## config.mk

```make
export PLATFORM = sky130hd
export DESIGN_NAME = reg_file_sb
export DESIGN_NICKNAME = d
export VERILOG_FILES = /design/src/rtl/reg_file_sb.sv
export SDC_FILE = /design/constraint.sdc
export NUM_CORES = 2
export LEC_CHECK = 0
export ABC_AREA = 1
export CELL_PAD_IN_SITES_DETAIL_PLACEMENT = 0
export CELL_PAD_IN_SITES_GLOBAL_PLACEMENT = 1
export CORE_MARGIN = 8
export CORE_UTILIZATION = 30
export DETAILED_ROUTE_END_ITERATION = 6
export PLACE_DENSITY = 0.54
export SLEW_MARGIN = 20
export SYNTH_ARGS = -nofsm -noshare
export SYNTH_HDL_FRONTEND = slang
export SYNTH_SLANG_ARGS = --single-unit
```

## constraint.sdc

```tcl
create_clock -name clk -period 54.6 [get_ports clk]
set_input_delay 16.38 -clock clk [delete_from_list [all_inputs] [get_ports clk]]
set_output_delay 16.38 -clock clk [all_outputs]
set_load 0.01 [all_outputs]
```

## src/rtl/reg_file_sb.sv

```systemverilog
// Register file: two async read ports, one sync write port, write bypass,
// load-busy scoreboard and a hardware clear sweep.
module reg_file_sb #(
  parameter int DATA_W   = 32,
  parameter int ADDR_W   = 5,
  parameter bit ZERO_REG = 1'b1,
  parameter bit BYPASS   = 1'b1
) (
  input  logic              clk,
  input  logic              rst,
  input  logic [ADDR_W-1:0] ra_addr,
  input  logic [ADDR_W-1:0] rb_addr,
  output logic [DATA_W-1:0] ra_data,
  output logic [DATA_W-1:0] rb_data,
  output logic              ra_busy,
  output logic              rb_busy,
  input  logic              we,
  input  logic [ADDR_W-1:0] wr_addr,
  input  logic [DATA_W-1:0] wr_data,
  input  logic              issue_valid,
  input  logic [ADDR_W-1:0] issue_addr,
  input  logic              clr_req,
  output logic              clr_busy
);

  localparam int NREGS = 1 << ADDR_W;

  typedef enum logic {
    S_IDLE,
    S_SWEEP
  } state_e;

  logic [DATA_W-1:0] mem_q [NREGS];
  logic [NREGS-1:0]  busy_q;
  logic [NREGS-1:0]  busy_d;
  state_e            state_q;
  logic [ADDR_W-1:0] idx_q;
  logic              clr_busy_q;

  logic idle;
  logic wr_ok;
  logic iss_ok;
  logic zero_a;
  logic zero_b;
  logic byp_a;
  logic byp_b;
  logic iss_a;
  logic iss_b;

  assign idle   = (state_q == S_IDLE);
  assign wr_ok  = we &&
                  !(ZERO_REG && (wr_addr == '0));
  assign iss_ok = issue_valid &&
                  !(ZERO_REG && (issue_addr == '0));

  // Per-port qualifiers for the read paths.
  always_comb begin
    zero_a = ZERO_REG && (ra_addr == '0);
    zero_b = ZERO_REG && (rb_addr == '0);
    byp_a  = BYPASS && idle && wr_ok &&
             (wr_addr == ra_addr);
    byp_b  = BYPASS && idle && wr_ok &&
             (wr_addr == rb_addr);
    iss_a  = idle && iss_ok &&
             (issue_addr == ra_addr);
    iss_b  = idle && iss_ok &&
             (issue_addr == rb_addr);
  end

  // Port A: zero reg, then bypass, then array.
  always_comb begin
    ra_data = mem_q[ra_addr];
    ra_busy = busy_q[ra_addr];
    unique case (1'b1)
      zero_a: begin
        ra_data = '0;
        ra_busy = 1'b0;
      end
      byp_a: begin
        ra_data = wr_data;
        ra_busy = iss_a;
      end
      default: ;
    endcase
  end

  // Port B: same priority as port A.
  always_comb begin
    rb_data = mem_q[rb_addr];
    rb_busy = busy_q[rb_addr];
    unique case (1'b1)
      zero_b: begin
        rb_data = '0;
        rb_busy = 1'b0;
      end
      byp_b: begin
        rb_data = wr_data;
        rb_busy = iss_b;
      end
      default: ;
    endcase
  end

  // Scoreboard next state: write clears, issue sets (issue wins),
  // entering the sweep clears everything.
  always_comb begin
    busy_d = busy_q;
    if (idle) begin
      if (wr_ok) begin
        busy_d[wr_addr] = 1'b0;
      end
      if (iss_ok) begin
        busy_d[issue_addr] = 1'b1;
      end
      if (clr_req) begin
        busy_d = '0;
      end
    end
  end

  // Busy bit register.
  always_ff @(posedge clk or posedge rst) begin
    if (rst) begin
      busy_q <= '0;
    end else begin
      busy_q <= busy_d;
    end
  end

  // Array: normal writes in IDLE, one entry zeroed per cycle in SWEEP.
  always_ff @(posedge clk or posedge rst) begin
    if (rst) begin
      for (int i = 0; i < NREGS; i++) begin
        mem_q[i] <= '0;
      end
    end else if (idle) begin
      if (wr_ok) begin
        mem_q[wr_addr] <= wr_data;
      end
    end else begin
      mem_q[idx_q] <= '0;
    end
  end

  // Sweep controller with registered clr_busy.
  always_ff @(posedge clk or posedge rst) begin
    if (rst) begin
      state_q    <= S_IDLE;
      idx_q      <= '0;
      clr_busy_q <= 1'b0;
    end else begin
      unique case (state_q)
        S_IDLE: begin
          if (clr_req) begin
            state_q    <= S_SWEEP;
            idx_q      <= '0;
            clr_busy_q <= 1'b1;
          end
        end
        S_SWEEP: begin
          idx_q <= idx_q + 1'b1;
          if (idx_q == '1) begin
            state_q    <= S_IDLE;
            clr_busy_q <= 1'b0;
          end
        end
        default: begin
          state_q    <= S_IDLE;
          clr_busy_q <= 1'b0;
        end
      endcase
    end
  end

  assign clr_busy = clr_busy_q;

endmodule

```

==> results.yml <==
die:
  die_w_um: 465
  die_h_um: 465
  die_area_um2: 216000
  start_util_pct: 30.1
  core_area_um2: 201000
  rows: 165
  ios: 124
setup_path:
  critPathMaxStageDelay_ns: 0.82
  critPathSlowestCell: "buf_4"
  r2r-start: "state_q"
  crit_chain: "buf_8, buf_4, buf_4, buf_12, buf_4, nand2_1, nand3_1, nand2_1, nor2_1, nand2_1, nand3_1, nand3_1, nand2_1, clkdlybuf4s50_1"
  arrival_ns: 21.78
  worst_setup_path_start_kind: "input port"
  crit_start: "rb_addr[0]"
  crit_path_end_kind: "primary output"
  crit_top_cell: "nand2_1"
  cp_max_fo: 143
  criticalPathCategory: "input port to primary output"
  cp_data_required_time_ns: 38.22
clock_network:
  clock-sinks: 1063
  cts-resized-gates: 0
  clk_latency_ns: 0.80
  numCtsBuffers: 137
  ctsHtreeMaxLevel: 4
  cts_tree: "built"
  cts_root_buf: "clkbuf_16"
  cts_hold_buf: 0
  post-cts-setup-buffers: 0
  cts.path.max_buffers: 3
  clk_pin_slew_ns: 0.06
final_layout:
  final_util_pct: 33.9
  final_cell_area_um2: 68200
  final_cells: 10944
  area_delta_synth_final_pct: 12.8
  fill_cells: 21555
  drive_gt1_share_pct: 5.74
  nets: 8227
timing:
  fin_crit_ns: 38.16
  rsz0062_at_grt: "no"
  setup_viol: 0
  slew_headroom_pct: 23.9
  hold_violations: 0
  setup_tns_ns: 0
  worst_pin_slew_ns: 1.14
  max_freq_ghz: 0.0262
  slew_violations: 0
  whs_ns: 0.494
  final_critical_path_setup_slack_ns: 16.44
  timing.final.crit_share_pct: 69.9
  clock_skew_ns: 0.0236
synthesis:
  yosysMostFrequentCell: "nand2_1"
  yosys_warnings: 0
  ys_seq_area_share_pct: 44.0
  synth_top_family_by_area: "simple AND/OR/NAND/NOR gates"
  ys_ff_latch: 1063
  netlist_area_um2: 60500
  synthAdderAreaFrac_pct: 0.103
  synth_top_area_share_pct: 44.0
  yosysTopAreaCell: "dfrtp_1"
  synth_top_cells_by_area: "dfrtp_1 (44%), nand2_1 (15%), nand3_1 (11%), o22ai_1 (5.2%), o21ai_0 (4.9%)"
  synth_commonest_cells: "nand2_1 (2358), nand3_1 (1329), dfrtp_1 (1063), inv_1 (621), o21ai_0 (595)"
  synth.avg_cell_area_um2: 7.10
  synth_nets: 8587
  async_flop_share_pct: 100
  synthMuxAreaShare_pct: 0
  synth-compound-area-share_pct: 17.7
  synth_cell_type_count: 30
  synthFlopType: "dfrtp_1"
  yosys.area_share.simple_pct: 28.8
  syn_inst: 8525
  synth_edf_count: 0
  synthXorXnorAreaFrac_pct: 0.130
detailed_routing:
  routed_via_density: 5.70
  first_pass_iters: 7
  drcViolationCount: 0
  vias: 62344
  drtAntennaViolNets: 0
  dr.first_iter.drc_count: 6709
  wl_per_cell_um: 30.4
  drt_wl_total_um: 332000
global_routing:
  globalRoute.totalOverflow: 0
  grt_first_pass_wirelength_um: 468000
  grt_max_degree: 180
  grt_pass1_vias: 59792
  track_usage_pct: 29.6
  antenna_found_initial: 19
power_and_ir_drop:
  seqPwrFrac_pct: 38.8
  p_sw_share_pct: 34.7
  ir_drop_mv: 0.0350
  leakage_nw: 30.5
  cellPowerDensity_nw_per_um2: 35.6
  combinationalPowerShare_pct: 22.4
  finalPower_mw: 2.43
  p_clk_share_pct: 38.8
  p_sw_mw: 0.843
  internal-power_mw: 1.59
placement:
  dp_cells: 10698
  place_area_um2: 63700
  globalplace.congestion: 0.860
  port-buffer-count: 123
  place_ws_ns: 16.58
  dpl.hpwl_um: 182000
hold_path:
  hold_path_class: "register to register"
  hp-start: "mem_q[1014]"
status:
  status: "finished clean"
job:
  maxCapViolCount: 0
power by group through the flow:
stage	logic [mW]	registers, mW	clock network, mW
after floorplan	0.310	0.941	0
after global placement	0.529	0.954	0
after CTS	0.536	0.942	0.961
after global routing	0.582	0.954	0.989
after detailed placement	0.534	0.956	0
final	0.543	0.943	0.942
layer usage:
metal / track usage, % / share of wire, %
met5: 0 / 0.010
met4: 14.0 / 5.4
met3: 4.73 / 7.1
met2: 47.3 / 45
met1: 39.3 / 42
kinds of logic (layout without fill, tap and decap cells):
logic type | Yosys count | after routing
AO/OA/AOI/OAI | 1865 | 1865
adder cells (fa/ha/maj) | 5 | 5
XOR/XNOR | 9 | 9
flip-flops | 1063 | 1063
buffers and inverters | 1419 | 1158
AND/OR/NAND/NOR | 4164 | 4164
other | 0 | 8
cell usage in the layout (no fill, tap or decap), types with 6 or more instances in the layout:
master	n
clkdlybuf4s50_1	113
nand3_4	11
o211ai_1	299
nand3_1	1321
nor3_1	6
diode_2	8
nor2_4	7
a21oi_1	405
o22ai_1	500
o21ai_1	61
dfrtp_1	1063
o21ai_0	595
nand2_2	18
nand2_1	2323
nor2_1	436
clkinv_1	11
buf_12	7
clkbuf_16	144
clkbuf_8	35
clkbuf_1	30
inv_1	604
bufinv_16	7
nand2_4	22
inv_6	7
clkinv_2	14
inv_2	10
buf_4	158
nand4_1	8
flip-flops by register name, summed over array words and instances, names as in the netlist:
name,count
mem_q,1024
clr_busy,1
busy_q,32
idx_q,5
state_q,1
worst paths after layout:
check                         endpoint  cells past startpoint  slack [ns]
setup / recovery           rb_data[21]                     14       16.44
hold / removal             mem_q[1014]                      2        0.49
setup reg to reg            mem_q[122]                      7       51.04
hold reg to reg            mem_q[1014]                      2        0.49
max in group asynchronous   mem_q[665]                      7       33.92
min in group asynchronous   mem_q[383]                      2       16.20
final cells by class:
| class | count | area [um2] | area share, % |
|---|---|---|---|
| multi-input combinational | 6043 | 28700 | 42.1 |
| sequential | 1063 | 26600 | 39.0 |
| clock buffer | 208 | 4180 | 6.13 |
| tap | 2672 | 3340 | 4.90 |
| timing repair buffer | 288 | 2610 | 3.82 |
| inverter | 632 | 2400 | 3.52 |
| clock inverter | 30 | 365 | 0.535 |
| antenna | 8 | 20.0 | 0.0293 |
worst max-delay path: cells and delay by family:
| family | cells | cell delay (ns) |
|---|---|---|
| buf+inv | 6 | 3.76 |
| simple gates | 8 | 1.36 |
Power figures use the tool's default switching activity.
